===== src/rtl/ps2_host_tx.sv =====
// PS/2 host-to-device transmitter: inhibits the bus, sends one command byte with odd parity and checks the device ACK.
// Optional PS2_TX_GLITCH_FILTER_EN adds a 3-sample majority-free agreement filter on the synchronised PS2_CLK.
module ps2_host_tx #(
    parameter int unsigned INHIBIT_CYC = 12000,
    parameter int unsigned TIMEOUT_CYC = 1500000
) (
    input  logic       clk,
    input  logic       rst_n,
    input  logic [7:0] tx_data,
    input  logic       tx_valid,
    output logic       tx_ready,
    output logic       tx_busy,
    output logic       tx_done,
    output logic       tx_err,
    output logic [1:0] err_code,
    input  logic       ps2_clk_in,
    input  logic       ps2_data_in,
    output logic       ps2_clk_oe,
    output logic       ps2_data_oe
);

    localparam int unsigned INH_W = $clog2(INHIBIT_CYC + 1);
    localparam int unsigned TO_W  = $clog2(TIMEOUT_CYC + 1);

    typedef enum logic [2:0] {
        S_IDLE,
        S_INHIBIT,
        S_REQ,
        S_BITS,
        S_ACK,
        S_WAITREL
    } state_t;

    state_t            state;
    logic [9:0]        shift;
    logic [3:0]        bit_cnt;
    logic [INH_W-1:0]  inh_cnt;
    logic [TO_W-1:0]   to_cnt;
    logic [1:0]        clk_sync;
    logic [1:0]        data_sync;
    logic              clk_s;
    logic              data_s;
    logic              clk_fall;

    always_ff @(posedge clk or negedge rst_n) begin
        if (!rst_n) begin
            clk_sync  <= '1;
            data_sync <= '1;
        end else begin
            clk_sync  <= {clk_sync[0], ps2_clk_in};
            data_sync <= {data_sync[0], ps2_data_in};
        end
    end

    assign clk_s  = clk_sync[1];
    assign data_s = data_sync[1];

`ifdef PS2_TX_GLITCH_FILTER_EN
    logic [1:0] clk_hist;
    logic       clk_filt;

    // clk_s plus the two history bits form the 3-sample window; the filtered level moves only when all agree.
    always_ff @(posedge clk or negedge rst_n) begin
        if (!rst_n) begin
            clk_hist <= '1;
            clk_filt <= 1'b1;
        end else begin
            clk_hist <= {clk_hist[0], clk_s};
            if (clk_s && (&clk_hist))
                clk_filt <= 1'b1;
            else if (!clk_s && !(|clk_hist))
                clk_filt <= 1'b0;
        end
    end

    assign clk_fall = clk_filt & ~clk_s & ~(|clk_hist);
`else
    logic clk_prev;

    always_ff @(posedge clk or negedge rst_n) begin
        if (!rst_n)
            clk_prev <= 1'b1;
        else
            clk_prev <= clk_s;
    end

    assign clk_fall = clk_prev & ~clk_s;
`endif

    always_ff @(posedge clk or negedge rst_n) begin
        if (!rst_n) begin
            state       <= S_IDLE;
            shift       <= '0;
            bit_cnt     <= '0;
            inh_cnt     <= '0;
            to_cnt      <= '0;
            tx_ready    <= 1'b1;
            tx_busy     <= 1'b0;
            tx_done     <= 1'b0;
            tx_err      <= 1'b0;
            err_code    <= '0;
            ps2_clk_oe  <= 1'b0;
            ps2_data_oe <= 1'b0;
        end else begin
            tx_done <= 1'b0;
            tx_err  <= 1'b0;
            case (state)
                S_IDLE: begin
                    if (tx_valid) begin
                        shift      <= {1'b1, ~^tx_data, tx_data};
                        err_code   <= '0;
                        inh_cnt    <= '0;
                        ps2_clk_oe <= 1'b1;
                        tx_ready   <= 1'b0;
                        tx_busy    <= 1'b1;
                        state      <= S_INHIBIT;
                    end
                end
                S_INHIBIT: begin
                    // Accept cycle already drives CLK low, so ending here keeps CLK low for exactly INHIBIT_CYC.
                    inh_cnt <= inh_cnt + 1'b1;
                    if (inh_cnt == INH_W'(INHIBIT_CYC - 2)) begin
                        ps2_data_oe <= 1'b1;
                        state       <= S_REQ;
                    end
                end
                S_REQ: begin
                    ps2_clk_oe <= 1'b0;
                    to_cnt     <= '0;
                    bit_cnt    <= '0;
                    state      <= S_BITS;
                end
                default: begin
                    if (to_cnt == TO_W'(TIMEOUT_CYC - 1)) begin
                        ps2_clk_oe  <= 1'b0;
                        ps2_data_oe <= 1'b0;
                        tx_err      <= 1'b1;
                        err_code    <= 2'd1;
                        tx_ready    <= 1'b1;
                        tx_busy     <= 1'b0;
                        state       <= S_IDLE;
                    end else begin
                        to_cnt <= to_cnt + 1'b1;
                        case (state)
                            S_BITS: begin
                                if (clk_fall) begin
                                    ps2_data_oe <= ~shift[bit_cnt];
                                    bit_cnt     <= bit_cnt + 1'b1;
                                    if (bit_cnt == 4'd9)
                                        state <= S_ACK;
                                end
                            end
                            S_ACK: begin
                                if (clk_fall) begin
                                    if (!data_s) begin
                                        state <= S_WAITREL;
                                    end else begin
                                        ps2_clk_oe  <= 1'b0;
                                        ps2_data_oe <= 1'b0;
                                        tx_err      <= 1'b1;
                                        err_code    <= 2'd2;
                                        tx_ready    <= 1'b1;
                                        tx_busy     <= 1'b0;
                                        state       <= S_IDLE;
                                    end
                                end
                            end
                            S_WAITREL: begin
                                if (clk_s && data_s) begin
                                    tx_done  <= 1'b1;
                                    tx_ready <= 1'b1;
                                    tx_busy  <= 1'b0;
                                    state    <= S_IDLE;
                                end
                            end
                            default: state <= S_IDLE;
                        endcase
                    end
                end
            endcase
        end
    end

endmodule


===== config.mk =====
export PLATFORM = sky130hd
export DESIGN_NAME = ps2_host_tx
export DESIGN_NICKNAME = d
export VERILOG_FILES = /design/src/rtl/ps2_host_tx.sv
export SDC_FILE = /design/constraint.sdc
export NUM_CORES = 1
export LEC_CHECK = 0
export CORE_MARGIN = 4
export CORE_UTILIZATION = 30
export DETAILED_ROUTE_END_ITERATION = 8
export SETUP_SLACK_MARGIN = 0.1
export SYNTH_ARGS = -nofsm -noshare
export SYNTH_HDL_FRONTEND = slang
export SYNTH_SLANG_ARGS = --single-unit

===== constraint.sdc =====
create_clock -name clk -period 3 [get_ports clk]
set_clock_uncertainty 0.05 [all_clocks]
set_input_delay 0.3 -clock clk [delete_from_list [all_inputs] [get_ports clk]]
set_output_delay 0.3 -clock clk [all_outputs]
set_load 0.005 [all_outputs]

# Word level (Yosys, flattened, before mapping)
# Cells that the tools add are included.
dict set report totals {
  reg_bits 65
  in_bits 13
  out_inout_bits 8
  wordCells 131
}
dict set report classes {
  addsub 3
  magnitude_cmp 1
  n_eq_ne 21
  mux 57
  bitwise_logic 7
  reduce_logical 27
}
# operator n
set op_table {}
lappend op_table {{21-bit one-hot mux with 2 select lines} 1}
lappend op_table {{14-bit one-hot mux with 2 select lines} 1}
lappend op_table {{1-bit 2-to-1 mux} 25}
lappend op_table {{3-bit 2-to-1 mux} 8}
lappend op_table {{21-bit by 1-bit adder with 21-bit output (second input constant)} 1}
lappend op_table {{21-bit == test (second input constant)} 1}
lappend op_table {{21-bit 2-to-1 mux} 1}
lappend op_table {{4-bit inequality test (second input constant)} 5}
lappend op_table {{4-bit nonzero test} 5}
lappend op_table {{6-bit inequality test (second input constant)} 3}
lappend op_table {{3-bit one-hot mux with 3 select lines} 2}
lappend op_table {{6-bit AND reduction} 3}
lappend op_table {{14-bit by 1-bit adder with 14-bit output (second input constant)} 1}
lappend op_table {{14-bit == test (second input constant)} 1}
lappend op_table {{14-bit 2-to-1 mux} 1}
lappend op_table {{4-bit 2-to-1 mux} 3}
lappend op_table {{1-bit one-hot mux with 2 select lines} 6}
lappend op_table {{2-bit 2-to-1 mux} 5}
lappend op_table {{5-bit AND reduction} 2}
lappend op_table {{3-bit nonzero test} 3}
lappend op_table {{4-bit one-hot mux with 2 select lines} 1}
lappend op_table {{8-bit XNOR reduction} 1}
lappend op_table {{3-bit by 2-bit == test with 1-bit output (second input constant)} 2}
lappend op_table {{3-bit == test (second input constant)} 2}
lappend op_table {{20 further kinds} 32}

# Longest topological paths before layout
# Gate-level depths: netlist (run 1).
dict set report logic_depth {
  ltp_word 7
  depth_mapped 7
  depth_no_buf 7
}

# Worst setup path after synthesis (run 1)
# No wires, ideal clock.
dict set report synth_timing {
  path_kind {reg2reg}
  from {register to_cnt[5]}
  to {register ps2_data_oe}
  setup_time_ns 0.125
  arrival_ns 1.987
  t_required_ns 2.825
  slack_ns 0.838
  path_stages_with_launch 7
  n_path_buf 1
  period_less_slack_ns 2.162
  cell_sequence {dfrtp_1 > or4b_4 > nand2b_4 > or3_1 > buf_2 > a41o_1 > mux2_4}
}
dict set report synth_via {
  elab_chain_cells 3
  elab_cells_between_ends 8
  cone_classes {4 x eq/ne; 2 x mux; 2 x reduce/logical}
}
# item line_no
set synth_lines {}
lappend synth_lines {{from (decl)} 38} ;# logic [TO_W-1:0] to_cnt;
lappend synth_lines {{from (signal assigned)} 143} ;# to_cnt <= to_cnt + 1'b1;
lappend synth_lines {{21-bit == test (*)} 134} ;# if (to_cnt == TO_W'(TIMEOUT_CYC - 1)) begin
lappend synth_lines {{4-bit inequality test (no line) (tied with other cells)} n/a}
lappend synth_lines {{6-bit AND reduction (no line) / 1-bit one-hot mux with 2 select lines (equally long branches)} n/a}
lappend synth_lines {{to (signal assigned)} 147} ;# ps2_data_oe <= ~shift[bit_cnt];
lappend synth_lines {{to (decl)} 19} ;# output logic ps2_data_oe
# Mark *: on every way between the ends. The rest lies on a longest branch, timed or not.
# A chain may end at the register's enable or synchronous reset.

# Worst setup path after layout (run 1)
dict set report layout_timing {
  from {register state[1]}
  to {register inh_cnt[13]}
}
dict set report layout_via {
  elab_chain_cells 3
  elab_cells_between_ends 6
  cone_classes {2 x eq/ne; 1 x mux; 3 x reduce/logical}
}
# item line_no
set layout_lines {}
lappend layout_lines {{from (decl)} 34} ;# state_t state;
lappend layout_lines {{from (signal assigned)} 92} ;# state <= S_IDLE;
lappend layout_lines {{from (signal assigned)} 116} ;# state <= S_INHIBIT;
lappend layout_lines {{from (signal assigned)} 124} ;# state <= S_REQ;
lappend layout_lines {{3-bit by 1-bit == test with 1-bit output / 3-bit logical NOT (equally long branches)} 107} ;# case (state)
lappend layout_lines {{2-bit nonzero test (no line) / 2-bit inequality test (equally long branches)} n/a}
lappend layout_lines {{2-bit AND reduction (no line)} n/a}
lappend layout_lines {{to (signal assigned)} 121} ;# inh_cnt <= inh_cnt + 1'b1;
lappend layout_lines {{to (decl)} 37} ;# logic [INH_W-1:0] inh_cnt;
# Parallel ways exist; a longest one is shown, timed or not.

==> results of run 1 <==
==> cell type report <==
cell class	count	area, um^2
sequential	65	1634
clock buffer	10	229.0
timing repair buffer	30	272.8
fill	1127	7149
tap	143	178.9
clock inverter	6	130.1
inverter	9	33.78
multi-input combinational	280	1742
==> synthesized netlist by cell type (all sizes together) (6+ instances only) <==
| cell type | number | area share, % |
|---|---|---|
| o31ai | 9 | 2.1 |
| nor3 | 9 | 1.4 |
| clkbuf | 12 | 1.3 |
| dfrtp | 59 | 42 |
| inv | 9 | 0.97 |
| xnor2 | 12 | 3.0 |
| and3 | 8 | 1.5 |
| nand3 | 20 | 2.9 |
| a21oi | 18 | 2.6 |
| xor2 | 7 | 1.8 |
| nand4 | 8 | 1.4 |
| o21ai | 27 | 3.9 |
| nor2 | 26 | 2.8 |
| dfstp | 6 | 4.5 |
| nand2 | 59 | 6.4 |
==> stage by stage <==
step	instances	hold slack, ns	cell area [um^2]
after detailed placement	526	0.1736	3851
after global routing	543	0.3082	4220
after CTS	543	0.3027	4220
after global placement	526	0.1783	3851
after floorplan	370	-0.04559	3475
final	543	0.3027	4220
==> sequential cells by signal (all words and copies together) (netlist names) <==
| name | cells |
|---|---|
| to_cnt | 21 |
| inh_cnt | 14 |
| shift | 10 |
| bit_cnt | 4 |
| state | 3 |
| clk_sync | 2 |
| data_sync | 2 |
| err_code | 2 |
| clk_prev | 1 |
| ps2_clk_oe | 1 |
| ps2_data_oe | 1 |
| tx_busy | 1 |
| tx_done | 1 |
| tx_err | 1 |
| tx_ready | 1 |
==> metal layers <==
layer | GRT usage [%] | part of all wire [%] | vias to the layer above
met1 | 17.59 | 47 | 1364
met2 | 19.06 | 46 | 85
met3 | 4.334 | 5.8 | 7
li1 | - | - | 1392
met4 | 5.182 | 0.84 | 0
met5 | 0 | 0 | -
==> report_power, final <==
group,switching (uW),total (uW),leakage (uW),internal (uW)
sequential,206,1270,0.000843,1070
combinational,599,1060,0.000782,466
clock,381,1270,0.000176,892
==> kinds of logic after synthesis <==
logic type	synth area share, %
compound gates	14.58
xor+xnor	4.789
simple gates	25.46
buf+inv	2.845
flops	47.03
mux	3.493
fa+ha+maj	1.801
==> worst reg2reg max path, cell delays in order, from the launching register on <==
cell      delay [ns]
dfrtp_1         0.55
or3b_2          0.65
nor3_2          0.30
nand4_1         0.28
o211ai_1        0.25
o31ai_1         0.09
==> worst paths after layout <==
kind,end,slack [ns],cells past startpoint
worst max-delay path,inh_cnt[13]$_DFFE_PN0P_,0.70,5
worst min-delay path,data_sync[1]$_DFF_PN1_,0.30,0
worst max register to register,inh_cnt[13]$_DFFE_PN0P_,0.70,5
worst min register to register,data_sync[1]$_DFF_PN1_,0.30,0
max in group asynchronous,tx_ready$_DFFE_PN1P_,1.84,3
min in group asynchronous,inh_cnt[13]$_DFFE_PN0P_,0.36,2
==> what timing repair did <==
action                                 CTS  global route
gates resized for setup                  0             0
hold buffers                             1             0
endpoints found under the hold margin   11             0
==> metrics.cfg, run 1 <==
[floorplanning]
die_w_um = 115.6
fp-row-count = 39
ioPinCount = 21
die_area_um2 = 13370
die_h_um = 115.6
core_area_um2 = 11370
initial_utilization_pct = 30.56

[critical_path]
crit_start = state[1]$_DFFE_PN0P_
cp_slowest_stage_delay_ns = 0.65
path_buf_inv = 0
arrival_ns = 2.47
path_delay_family = simple AND/OR/NAND/NOR gates
required_ns = 3.16
path_class = flip-flop to flip-flop
cp-end-kind = flip-flop
r2r_start = state[1]$_DFFE_PN0P_
path_cells = or3b_2 > nor3_2 > nand4_1 > o211ai_1 > o31ai_1
crit_fanout = 17
cpMaxStageDelayCell = or3b_2
worstSetupStartpointType = flip-flop

[synth]
synth_area_um2 = 3475
yosys_register_bits = 65
synth_ff_type = dfrtp_1
syn-instance-count = 370
postSynthAreaPerCell_um2 = 9.391
seq_area_frac_synth_pct = 47.03
yosys_warnings = 0
synth_cell_types = 62
synth_edf_count = 0
syn-num-nets = 388
synth-async-reset-ratio_pct = 100.0

[global_route]
grt_max_degree = 27
grt_use_total_pct = 12.94
grt_pass1_vias = 2711
grt-ovfl-total = 0
antenna_found_initial = 0
grt_pass1_wl_um = 13490

[timing]
maxSlewViolCount = 0
clock.fmax_ghz = 0.4340
setup_slack_ns = 0.6958
rsz0062_at_grt = false
worst_pin_slew_ns = 0.5764
setup_viol = 0
hold_violations = 0
max_slew_margin_pct = 61.34
setup_tns_ns = 0
timing.final.crit_share_pct = 76.81
period_minus_slack_ns = 2.304

[drt]
wl_per_cell_um = 14.51
dr.pass1.iters = 5
vias = 2848
vias_per_cell = 5.245
drtIter0Drc = 233
antenna_left = 0
drc_errors = 0
drt_wl_total_um = 7881

[power_and_ir_drop]
power_per_cell_area_nw_per_um2 = 855.6
ir_worst_vdd_v = 0.0003806
p_leak_uw = 0.001801
totalPowerFinal_uw = 3611

[cells_and_area]
nets = 413
final_core_util_pct = 37.12
syn_to_final_growth_pct = 21.46
layout-drive-gt1-share_pct = 11.75
diodes = 0
final_cell_mix = nand2_1 (59), dfrtp_1 (59), o21ai_0 (27), nor2_1 (26), nand3_1 (20)

[run]
cap_violations = 0

[clock_network]
clkTransAtPathRegs_ns = 0.05
clk_latency_ns = 0.33
cts_made_buffers = 9
clock_sinks = 65
cts_tree = built
htreeDepth = 3
cts_buffer_depth = 2
post_cts_buffers = 0
cts_root_buf = clkbuf_16

[place]
dp_hpwl_um = 5627
io_buffers = 20
post-place-ws_ns = 0.7212
gp_congestion = 0.9029

[status]
status = completed

[worst_hold_path]
hold_class = flip-flop to flip-flop
min_from = data_sync[0]$_DFF_PN1_

No activity file was read; power rests on OpenSTA's default activity.
==> inputs of run 2 (changes only) <==
==> constraint.sdc (replaced) <==
create_clock -name clk -period 2.2 [get_ports clk]
set_clock_uncertainty 0.05 [all_clocks]
set_input_delay 0.22 -clock clk [delete_from_list [all_inputs] [get_ports clk]]
set_output_delay 0.22 -clock clk [all_outputs]
set_load 0.005 [all_outputs]
==> metrics.cfg, run 2 (synthesis results as in run 1) <==
[global_route]
antenna_found_initial = 0
grt_pass1_vias = 2918
grt_pass1_wl_um = 14350
grt_use_total_pct = 13.55
grt_max_degree = 25
grt-ovfl-total = 0

[drt]
antenna_left = 0
drc_errors = 0
vias = 2933
drtIter0Drc = 150
wl_per_cell_um = 14.85
drt_wl_total_um = 8362
dr.pass1.iters = 4
vias_per_cell = 5.210

[clock_network]
clock_sinks = 65
cts_made_buffers = 9
cts_buffer_depth = 2
cts_root_buf = clkbuf_16
cts_tree = built
clkTransAtPathRegs_ns = 0.06
htreeDepth = 3
clk_latency_ns = 0.34

[power_and_ir_drop]
p_leak_uw = 0.001890
totalPowerFinal_uw = 4655
ir_worst_vdd_v = 0.0006759
power_per_cell_area_nw_per_um2 = 1075

[floorplanning]
initial_utilization_pct = 30.56
ioPinCount = 21
die_w_um = 115.6
die_area_um2 = 13370
die_h_um = 115.6
core_area_um2 = 11370
fp-row-count = 39

[cells_and_area]
syn_to_final_growth_pct = 24.63
top_regs = to_cnt (21), inh_cnt (14), shift (10)
diodes = 0
instances_no_fill = 563
nets = 433
final_core_util_pct = 38.09
final_cell_mix = dfrtp_1 (59), nand2_1 (58), buf_4 (28), o21ai_0 (27), nor2_1 (26)
top_register = to_cnt
largest_reg_flops = 21
mostFrequentLayoutCell = dfrtp_1
layout-drive-gt1-share_pct = 17.14

[critical_path]
cpMaxStageDelayCell = or4b_4
path_class = flip-flop to flip-flop
arrival_ns = 2.23
worstSetupStartpointType = flip-flop
reg2reg_depth = 5
required_ns = 2.37
cp_slowest_stage_delay_ns = 0.54
crit_fanout = 2
cp-end-kind = flip-flop
path_cells = or4b_4 > nand2b_4 > or3_1 > a41o_1 > mux2_4

[timing]
maxSlewViolCount = 0
hold_ws_ns = 0.2463
timing.final.crit_share_pct = 93.63
clock.fmax_ghz = 0.4855
setup_tns_ns = 0
setup_viol = 0
rsz0062_at_grt = true
hold_violations = 0
worst_pin_slew_ns = 0.5445
period_minus_slack_ns = 2.060
max_slew_margin_pct = 63.70

[worst_hold_path]
hold_depth = 1
hold_class = input port to flip-flop

[place]
dp_hpwl_um = 6056
io_buffers = 20
dp_cells = 543
gp_congestion = 0.8917

[status]
status = completed

[run]
cap_violations = 0

==> run 2: critical path: cells and delay by family, from the launching register on <==
| kind | cells | cell delay [ns] |
|---|---|---|
| flip-flops | 1 | 0.37 |
| AND/OR/NAND/NOR | 3 | 1.03 |
| AO/OA/AOI/OAI | 1 | 0.23 |
| multiplexers | 1 | 0.25 |
==> run 2: final timing paths <==
check                                          endpoint                    from  slack [ns]
max in group asynchronous       err_code[1]$_DFFE_PN0P_                   rst_n        1.00
worst min-delay path             data_sync[0]$_DFF_PN1_             ps2_data_in        0.25
min in group asynchronous       inh_cnt[11]$_DFFE_PN0P_                   rst_n        0.36
worst max register to register  ps2_data_oe$_DFFE_PN0P_  to_cnt[10]$_DFFE_PN0P_        0.14
worst max-delay path            ps2_data_oe$_DFFE_PN0P_  to_cnt[10]$_DFFE_PN0P_        0.14
worst min register to register   data_sync[1]$_DFF_PN1_  data_sync[0]$_DFF_PN1_        0.30
==> run 2: routing by layer <==
layer | track usage, % | up-vias | routed length [um]
met5 | 0 | - | 0
met4 | 6.265 | 0 | 217
met3 | 2.559 | 19 | 370
met2 | 20.14 | 66 | 3784
met1 | 19.17 | 1420 | 3990
li1 | - | 1428 | -
==> run 2: layout make-up <==
cell class                 instances  area [um^2]
tap                              143        178.9
sequential                        65         1634
inverter                           9        33.78
clock buffer                      13        260.3
timing repair buffer              50        435.4
clock inverter                     3        17.52
fill                            1114         7039
multi-input combinational        280         1770
==> run 2: what timing repair did <==
action | in CTS | in global routing
gates resized for setup | 1 | 7
pin swaps | 0 | 1
hold endpoints to repair | 14 | 0
buffers inserted | 0 | 3
endpoints found under the setup margin | 2 | 17
hold buffers | 1 | 0
==> run 2: where the power goes <==
group          internal [uW]  switching [uW]
Combinational            722             946
Sequential              1450             199
Clock                    820             512
==> run 2: per-stage QoR <==
| step | cell area, um^2 | setup slack (ns) |
|---|---|---|
| after detailed placement | 3991 | 0.07927 |
| after floorplan | 3475 | 0.08642 |
| after CTS | 4282 | 0.1383 |
| after global routing | 4330 | 0.07805 |
| after global placement | 3991 | 0.1362 |
| final | 4330 | 0.1401 |
==> inputs of run 3 (changes only) <==
--- a/config.mk
+++ b/config.mk
@@ -9,6 +9,7 @@
 export CORE_UTILIZATION = 30
 export DETAILED_ROUTE_END_ITERATION = 8
 export SETUP_SLACK_MARGIN = 0.1
+export SLEW_MARGIN = 30
 export SYNTH_ARGS = -nofsm -noshare
 export SYNTH_HDL_FRONTEND = slang
 export SYNTH_SLANG_ARGS = --single-unit
==> constraint.sdc (replaced) <==
create_clock -name clk -period 2.3 [get_ports clk]
set_clock_uncertainty 0.05 [all_clocks]
set_input_delay 0.46 -clock clk [delete_from_list [all_inputs] [get_ports clk]]
set_output_delay 0.46 -clock clk [all_outputs]
set_load 0.005 [all_outputs]
==> metrics.cfg, run 3 (synthesis results as in run 1) <==
[clock_network]
cts_root_buf = clkbuf_16
clkTransAtPathRegs_ns = 0.05
cts_tree = built
htreeDepth = 3
ctsHoldBuffers = 0
clock_sinks = 65
cts_buffer_depth = 2
cts_made_buffers = 9
clk_latency_ns = 0.33

[floorplanning]
die_w_um = 115.6
initial_utilization_pct = 30.56
die_h_um = 115.6
ioPinCount = 21
fp-row-count = 39
die_area_um2 = 13370
core_area_um2 = 11370

[critical_path]
required_ns = 2.46
regToRegSetupSlack_ns = 0.21
r2r_end = ps2_data_oe$_DFFE_PN0P_
arrival_ns = 2.25
cpMaxStageDelayCell = or4b_4
r2r_start = to_cnt[5]$_DFFE_PN0P_
path_class = flip-flop to flip-flop
crit_fanout = 2
cp-end-kind = flip-flop
worstSetupStartpointType = flip-flop
reg2reg_depth = 5
crit_start = to_cnt[5]$_DFFE_PN0P_
cp_slowest_stage_delay_ns = 0.54
path_cells = or4b_4 > nand2b_4 > or3_1 > a41o_1 > mux2_4

[drt]
vias = 2863
drt_wl_total_um = 8218
drtIter0Drc = 262
wl_per_cell_um = 14.86
dr.pass1.iters = 5
vias_per_cell = 5.177
antenna_left = 0
drc_errors = 0

[timing]
max_slew_margin_pct = 68.79
timing.final.crit_share_pct = 90.76
hold_violations = 0
setup_slack_ns = 0.2126
worst_pin_slew_ns = 0.4664
maxSlewViolCount = 0
rsz0062_at_grt = false
setup_viol = 0
setup_tns_ns = 0
period_minus_slack_ns = 2.087
clock.fmax_ghz = 0.4791

[place]
gp_congestion = 0.8891
dp_hpwl_um = 5839
io_buffers = 20
post-place-ws_ns = 0.1719

[power_and_ir_drop]
p_leak_uw = 0.001817
swShare_pct = 35.65
ir_worst_vdd_v = 0.0004521
p_seq_share_pct = 36.3
power_per_cell_area_nw_per_um2 = 1059
p_sw_uw = 1598
combinationalPowerShare_pct = 34.2
p_int_uw = 2884
totalPowerFinal_uw = 4482
clockPowerShare_pct = 29.5

[cells_and_area]
layout-drive-gt1-share_pct = 14.88
diodes = 0
top_regs = to_cnt (21), inh_cnt (14), shift (10)
final_cell_mix = nand2_1 (58), dfrtp_1 (58), o21ai_0 (26), nor2_1 (26), buf_4 (21)
syn_to_final_growth_pct = 21.75
top_register = to_cnt
nets = 424
nFillCells = 1137
largest_reg_flops = 21

[run]
cap_violations = 0

[global_route]
grt-ovfl-total = 0
grt_pass1_wl_um = 13960
grt_use_total_pct = 13.39
grt_max_degree = 34
grt_pass1_vias = 2835
antenna_found_initial = 0

[worst_hold_path]
hold_class = input port to async pin

[status]
status = completed

==> run 3: timing repair <==
| item | CTS | global route |
|---|---|---|
| gates resized for setup | 0 | 3 |
| buffers inserted | 0 | 0 |
| setup endpoints to repair | 0 | 5 |
==> run 3: worst max path at each step <==
stage	to	slack (ns)	cells after the start
finish	ps2_data_oe$_DFFE_PN0P_	0.21	5
global route	to_cnt[11]$_DFFE_PN0P_	0.11	7
CTS	bit_cnt[0]$_DFFE_PN0P_	0.15	7
detailed placement	bit_cnt[0]$_DFFE_PN0P_	0.17	7
global placement	to_cnt[9]$_DFFE_PN0P_	0.22	7
floorplan	ps2_data_oe$_DFFE_PN0P_	0.14	6
==> run 3: power by group through the flow <==
stage,sequential [uW],clock [uW],combinational [uW]
floorplan,1550,0,1050
CTS,1620,1350,1540
global placement,1620,0,1500
finish,1630,1320,1530
detailed placement,1630,0,1520
global route,1660,1410,1720
==> run 3: through the flow <==
step	util, %	hold WS (ns)	instances	area [um^2]
3_5_place_dp	34.66	0.2985	538	3941
3_3_place_gp	34.66	0.3000	538	3941
2_1_floorplan	-	0.1144	370	3475
6_report	37.21	0.1107	553	4230
5_1_grt	37.21	0.1475	553	4230
4_1_cts	37.17	0.1266	553	4227
==> run 3: worst max-delay path, delay by kind of cell, from the launching register on <==
kind               cells  cell delay [ns]
muxes                  1             0.25
AOI/OAI and AO/OA      1             0.20
and+or+nand+nor        3             1.09
DFF                    1             0.38
==> run 3: per-layer routing <==
layer	routed length [um]	GRT usage (%)	up-vias
met1	3972	18.64	1377
li1	-	-	1402
met2	3680	19.79	66
met5	0	0	-
met3	344	3.081	18
met4	221	6.265	0
==> run 3: final cells by class <==
type	count	area, um^2	area share, %
tap	143	178.9	4.230
multi-input combinational	280	1744	41.23
sequential	65	1635	38.66
inverter	9	33.78	0.7986
clock inverter	6	60.06	1.420
clock buffer	9	225.2	5.324
timing repair buffer	41	352.8	8.341
